`config.mk`:
```
export PLATFORM = sky130hd
export DESIGN_NAME = alu_arbiter_flat
export DESIGN_NICKNAME = d
export VERILOG_FILES = /design/src/rtl/alu_arb_if.sv /design/src/rtl/alu_arbiter.sv /design/src/flat_wrapper.sv
export SDC_FILE = /design/constraint.sdc
export NUM_CORES = 1
export LEC_CHECK = 0
export BUFFER_PORTS_ARGS = -buffer_cell sky130_fd_sc_hd__buf_2
export CAP_MARGIN = 20
export CORE_AREA = 3 3 210 212
export DETAILED_ROUTE_END_ITERATION = 12
export DIE_AREA = 0 0 213 215
export PLACE_DENSITY_LB_ADDON = 0.08
export SLEW_MARGIN = 10
export SYNTH_ARGS = -nofsm -noshare
export SYNTH_HDL_FRONTEND = slang
export SYNTH_SLANG_ARGS = --single-unit
```
`constraint.sdc`:
```
create_clock -name clk -period 11.65 [get_ports clk]
set_input_delay 1.165 -clock clk [delete_from_list [all_inputs] [get_ports clk]]
set_output_delay 1.165 -clock clk [all_outputs]
set_load 0.1 [all_outputs]
```
`src/rtl/alu_arb_if.sv`:
```
// Request/response/ALU bundle for alu_arbiter: two requesters, one response channel,
// and the combinational ALU hookup. slave = arbiter side, master = requesters + ALU.
interface alu_arb_if #(parameter int W = 64);
  logic         req0_valid, req0_ready, req0_setcc;
  logic [W-1:0] req0_a, req0_b;
  logic [1:0]   req0_fun;
  logic         req1_valid, req1_ready, req1_setcc;
  logic [W-1:0] req1_a, req1_b;
  logic [1:0]   req1_fun;
  logic         rsp_valid, rsp_id, rsp_ready;
  logic [W-1:0] rsp_valE;
  logic [2:0]   rsp_cc;
  logic [W-1:0] ALUA, ALUB, valE;
  logic [1:0]   ALUfun;
  logic [2:0]   CC, cc_reg;

  modport slave (
    input  req0_valid, req0_a, req0_b, req0_fun, req0_setcc,
    input  req1_valid, req1_a, req1_b, req1_fun, req1_setcc,
    output req0_ready, req1_ready,
    output rsp_valid, rsp_id, rsp_valE, rsp_cc, input rsp_ready,
    output ALUA, ALUB, ALUfun, input valE, CC,
    output cc_reg
  );

  modport master (
    output req0_valid, req0_a, req0_b, req0_fun, req0_setcc,
    output req1_valid, req1_a, req1_b, req1_fun, req1_setcc,
    input  req0_ready, req1_ready,
    input  rsp_valid, rsp_id, rsp_valE, rsp_cc, output rsp_ready,
    input  ALUA, ALUB, ALUfun, output valE, CC,
    input  cc_reg
  );
endinterface

```
`src/rtl/alu_arbiter.sv`:
```
// Two-requester round-robin arbiter/sequencer for the shared Y86-64 ALU; owns cc_reg.
// Define ALU_ARB_FIXED_PRI_EN for fixed priority (requester 0 wins ties).
module alu_arbiter #(
  parameter int W = 64
) (
  input  logic       clk,
  input  logic       rst,
  alu_arb_if.slave   bus
);
  localparam logic [1:0] S_IDLE = 2'd0;
  localparam logic [1:0] S_EXEC = 2'd1;
  localparam logic [1:0] S_RESP = 2'd2;

  logic [1:0]   r_state;
  logic [W-1:0] r_a, r_b, r_valE;
  logic [1:0]   r_fun;
  logic         r_setcc, r_id;
  logic [2:0]   r_cc, r_cc_reg;
  logic         w_idle, w_gnt0, w_gnt1, w_hs;

  assign w_idle = (r_state == S_IDLE);

`ifdef ALU_ARB_FIXED_PRI_EN
  assign w_gnt1 = bus.req1_valid && !bus.req0_valid;
`else
  logic r_last_grant;
  // On a tie requester 1 wins only if requester 0 was granted last.
  assign w_gnt1 = bus.req1_valid && (!bus.req0_valid || !r_last_grant);

  always_ff @(posedge clk or posedge rst) begin
    if (rst)       r_last_grant <= 1'b1;
    else if (w_hs) r_last_grant <= w_gnt1;
  end
`endif

  assign w_gnt0 = bus.req0_valid && !w_gnt1;
  assign w_hs   = w_idle && (w_gnt0 || w_gnt1);

  assign bus.req0_ready = w_idle && w_gnt0;
  assign bus.req1_ready = w_idle && w_gnt1;
  assign bus.rsp_valid  = (r_state == S_RESP);
  assign bus.rsp_id     = r_id;
  assign bus.rsp_valE   = r_valE;
  assign bus.rsp_cc     = r_cc;
  assign bus.ALUA       = r_a;
  assign bus.ALUB       = r_b;
  assign bus.ALUfun     = r_fun;
  assign bus.cc_reg     = r_cc_reg;

  always_ff @(posedge clk or posedge rst) begin
    if (rst) begin
      r_state  <= S_IDLE;
      r_a      <= '0;
      r_b      <= '0;
      r_fun    <= 2'b00;
      r_setcc  <= 1'b0;
      r_id     <= 1'b0;
      r_valE   <= '0;
      r_cc     <= 3'b000;
      r_cc_reg <= 3'b100;
    end else begin
      case (r_state)
        S_IDLE: if (w_hs) begin
          r_a     <= w_gnt1 ? bus.req1_a     : bus.req0_a;
          r_b     <= w_gnt1 ? bus.req1_b     : bus.req0_b;
          r_fun   <= w_gnt1 ? bus.req1_fun   : bus.req0_fun;
          r_setcc <= w_gnt1 ? bus.req1_setcc : bus.req0_setcc;
          r_id    <= w_gnt1;
          r_state <= S_EXEC;
        end
        // The ALU is only sampled here, so its flags never leak into state elsewhere.
        S_EXEC: begin
          r_valE  <= bus.valE;
          r_cc    <= bus.CC;
          if (r_setcc) r_cc_reg <= bus.CC;
          r_state <= S_RESP;
        end
        S_RESP: if (bus.rsp_ready) r_state <= S_IDLE;
        default: r_state <= S_IDLE;
      endcase
    end
  end
endmodule

```
`src/flat_wrapper.sv`:
```
// flat-port wrapper written by rule: the top's interface ports become plain ports
module alu_arbiter_flat 
#(
  parameter int W = 64
)
  (clk, rst, bus_req0_valid, bus_req0_a, bus_req0_b, bus_req0_fun, bus_req0_setcc, bus_req1_valid, bus_req1_a, bus_req1_b, bus_req1_fun, bus_req1_setcc, bus_req0_ready, bus_req1_ready, bus_rsp_valid, bus_rsp_id, bus_rsp_valE, bus_rsp_cc, bus_rsp_ready, bus_ALUA, bus_ALUB, bus_ALUfun, bus_valE, bus_CC, bus_cc_reg);
  alu_arb_if #(.W(W)) bus_i ();
  input  logic clk;
  input  logic rst;
  input wire logic [$bits(bus_i.req0_valid)-1:0] bus_req0_valid;
  input wire logic [$bits(bus_i.req0_a)-1:0] bus_req0_a;
  input wire logic [$bits(bus_i.req0_b)-1:0] bus_req0_b;
  input wire logic [$bits(bus_i.req0_fun)-1:0] bus_req0_fun;
  input wire logic [$bits(bus_i.req0_setcc)-1:0] bus_req0_setcc;
  input wire logic [$bits(bus_i.req1_valid)-1:0] bus_req1_valid;
  input wire logic [$bits(bus_i.req1_a)-1:0] bus_req1_a;
  input wire logic [$bits(bus_i.req1_b)-1:0] bus_req1_b;
  input wire logic [$bits(bus_i.req1_fun)-1:0] bus_req1_fun;
  input wire logic [$bits(bus_i.req1_setcc)-1:0] bus_req1_setcc;
  output wire logic [$bits(bus_i.req0_ready)-1:0] bus_req0_ready;
  output wire logic [$bits(bus_i.req1_ready)-1:0] bus_req1_ready;
  output wire logic [$bits(bus_i.rsp_valid)-1:0] bus_rsp_valid;
  output wire logic [$bits(bus_i.rsp_id)-1:0] bus_rsp_id;
  output wire logic [$bits(bus_i.rsp_valE)-1:0] bus_rsp_valE;
  output wire logic [$bits(bus_i.rsp_cc)-1:0] bus_rsp_cc;
  input wire logic [$bits(bus_i.rsp_ready)-1:0] bus_rsp_ready;
  output wire logic [$bits(bus_i.ALUA)-1:0] bus_ALUA;
  output wire logic [$bits(bus_i.ALUB)-1:0] bus_ALUB;
  output wire logic [$bits(bus_i.ALUfun)-1:0] bus_ALUfun;
  input wire logic [$bits(bus_i.valE)-1:0] bus_valE;
  input wire logic [$bits(bus_i.CC)-1:0] bus_CC;
  output wire logic [$bits(bus_i.cc_reg)-1:0] bus_cc_reg;
  assign bus_i.req0_valid = bus_req0_valid;
  assign bus_i.req0_a = bus_req0_a;
  assign bus_i.req0_b = bus_req0_b;
  assign bus_i.req0_fun = bus_req0_fun;
  assign bus_i.req0_setcc = bus_req0_setcc;
  assign bus_i.req1_valid = bus_req1_valid;
  assign bus_i.req1_a = bus_req1_a;
  assign bus_i.req1_b = bus_req1_b;
  assign bus_i.req1_fun = bus_req1_fun;
  assign bus_i.req1_setcc = bus_req1_setcc;
  assign bus_req0_ready = bus_i.req0_ready;
  assign bus_req1_ready = bus_i.req1_ready;
  assign bus_rsp_valid = bus_i.rsp_valid;
  assign bus_rsp_id = bus_i.rsp_id;
  assign bus_rsp_valE = bus_i.rsp_valE;
  assign bus_rsp_cc = bus_i.rsp_cc;
  assign bus_i.rsp_ready = bus_rsp_ready;
  assign bus_ALUA = bus_i.ALUA;
  assign bus_ALUB = bus_i.ALUB;
  assign bus_ALUfun = bus_i.ALUfun;
  assign bus_i.valE = bus_valE;
  assign bus_i.CC = bus_CC;
  assign bus_cc_reg = bus_i.cc_reg;
  alu_arbiter #(.W(W)) u_core (.clk(clk), .rst(rst), .bus(bus_i));
endmodule
```
==> metrics.md <==
| Metric | Value |
|---|---|
| Total Wirelength | `around 33000 um` |
| Req. time, crit path | `10490 ps` |
| RSZ-0062 raised after global routing | `no` |
| First-pass GRT wire length | `47400 um` |
| Share of the synthesized area in the top cell type | `53.8%` |
| Synthesized instance count | `589` |
| Sequential share of the synthesized area | `a little over half` |
| Share of cells above drive strength 1 | `74.7%` |
| Worst setup EP type | `output pin` |
| Synth area leaders | `dfrtp_1 54%, mux2_2 24%, mux2_4 9.4%, mux2_1 8.7%, buf_2 1.0%` |
| Period utilization | `35.0%` |
| Synth unique cells | `22` |
| Final setup violation count | `0` |
| Remaining antenna violation count | `0` |
| Hold Vio Cnt, Final | `0` |
| Reg2reg start | `u_core.r_last_grant` |
| WL per Instance | `19.5 um` |
| Starting DRT DRC Count | `113` |
| CTS Buffer Depth | `3` |
| Core footprint | `roughly 42000 sq um` |
| Area of the multi-input gates | `4070 sq um` |
| Critical path type | `in2out` |
| Slew Limit Fails | `0` |
| WHS | `497 ps` |
| Most common cell on crit path | `buf_2` |
| Total gr overflow | `0` |
| Max-Cap Viols | `0` |
| Reg clk slew, reported paths | `50 ps` |
| Avg Cell Area, Syn | `16.0 sq um` |
| CP max FO | `70` |
| # Post-CTS Setup Buffers | `0` |
| Reg-to-reg setup timing slack | `8750 ps` |
| Critical Path, Cell by Cell | `buf_2 > a21boi_4 > buf_4 > and2_1 > buf_2` |
| Row count | `75` |
| Vias | `6859` |
| Fillers | `4321` |
| Port Buf Inserts | `537` |
| Hold Path Cell Cnt | `1` |
| Worst hold path type | `reg2reg` |
| FMAX | `0.245 GHz` |
| Hold_sp | `u_core.bus.rsp_valE[11]` |
| Synthesized cell area | `around 9400 sq um` |
| Max-slew headroom | `36.8%` |
| Initial antenna violation count | `5` |
| Setup TNS | `0 ps` |
| GPL Wtd Cong | `~0.73` |
| Slowest cell on the critical path | `buf_4` |
| Status | `finished, final reports clean` |
| Worst Clk Skew | `around 17 ps` |
| Crit path time final | `4080 ps` |
| Clk Latency, worst-skew pair | `530 ps` |
| PostCTS Resize Cnt | `0` |
| Die area | `45800 sq um` |
| Synth Warn # | `0` |
| Drt first pass iters | `4` |
| Top Ports | `roughly 540` |
| Layout Nets | `approximately 1500` |
| Slew of the pin with the lowest slew margin | `948 ps` |
| Worst reg2reg endpoint | `u_core.bus.ALUA[46]` |
| Total global-route track usage | `13.6%` |
| CTS tree | `yes` |
| Initial Util | `22.4%` |
| Max H-tree Level | `1` |
| Worst path arrival time | `2920 ps` |
| Worst path max stage delay | `690 ps` |
| Yosys reg bits | `approximately 200` |
| CTS Buf Count | `27` |
| Syn_nets | `923` |
| Post-CTS Hold Fix Bufs | `0` |
| Pin count of the biggest net entering global routing | `between 80 and 90` |
| Hold path endpoint | `u_core.bus.rsp_valE[11]` |
| Reg2Reg Depth | `5` |
| Die X | `213 um` |
| Vias per std cell | `about 4.1` |
| Clock sinks | `205` |
| FF/Latch Area | `5130 sq um` |
| Number of global-route vias before repair | `7547` |
| Area delta synth->final | `44.6%` |
| CTS Root Buffer Type | `clkbuf_16` |
| Die Y | `215 um` |
| DRC viols | `0` |
| Largest area contributor in the netlist | `dfrtp_1` |
| Setup crit start kind | `primary input` |
| Hpwl dp | `24600 um` |
worst max path at each step:
stage,slack (ps),end,from
finish,7570,bus_req1_ready,bus_req0_valid
global route,7450,bus_req1_ready,bus_req0_valid
CTS,7510,bus_req1_ready,bus_req0_valid
detailed placement,7510,bus_req1_ready,bus_req0_valid
global placement,7480,bus_req1_ready,bus_req0_valid
floorplan,4890,u_core.bus.ALUA[0],rst
synth_stat cells (all sizes together):
cell    number
o21ai        1
dfrtp      203
a21boi       1
a21oi        1
buf         36
nand2b       2
o21a         1
nor2         2
a31oi        1
nand3b       1
clkbuf       1
nand2        1
dfstp        2
mux2       332
a21o         1
inv          2
and2         1
metrics by stage:
step	cells	setup slack, ps	instance area, sq um	utilization [%]
global route	1683	7450	13600	32.4
detailed placement	1634	7510	12600	30.0
finish	1684	7570	13600	32.4
global placement	1634	7480	12600	30.0
floorplan	589	4890	9440	-
CTS	1683	7510	13600	32.4
cells in the final DEF (no fill, tap or decap), types with 2 or more instances in the layout:
master	n
clkbuf_16	27
clkbuf_1	3
clkbuf_8	8
dfstp_2	2
dfrtp_1	203
mux2_4	59
buf_2	537
clkinv_2	4
bufinv_16	7
buf_4	6
mux2_2	200
mux2_1	73
worst max-delay path: cells and delay by family:
| kind | cells | cell delay (ps) |
|---|---|---|
| AND/OR/NAND/NOR | 1 | 250 |
| AO/OA/AOI/OAI | 1 | 150 |
| buffers and inverters | 3 | 1290 |
layer usage:
layer  up-vias  share of wire (%)  global-route usage (%)
met5         -               0.10                       0
met4         6                2.4                    3.84
met3        58                9.6                    4.74
met2       301                 50                    24.4
met1      3298                 38                    15.2
li1       3196                  -                       -
logic make-up (layout without fill, tap and decap cells):
family / count (synthesis) / after routing / share of synthesized area, %
buffers and inverters: 39 / 594 / 2.80
other: 0 / 1 / 0
flip-flops: 205 / 205 / 54.4
multiplexers: 332 / 332 / 42.0
AO/OA/AOI/OAI: 6 / 6 / 0.451
AND/OR/NAND/NOR: 7 / 7 / 0.424
cell type report:
cell class                 count  area share, %
sequential                   205           37.6
multi-input combinational    345           29.8
timing repair buffer         543           20.0
clock buffer                  38           5.84
tap                          539           4.94
clock inverter                11           1.69
inverter                       2          0.110
antenna                        1         0.0183
Power is not shown: default switching activity piles up to over one toggle a cycle in this logic, so the estimate is an artifact.
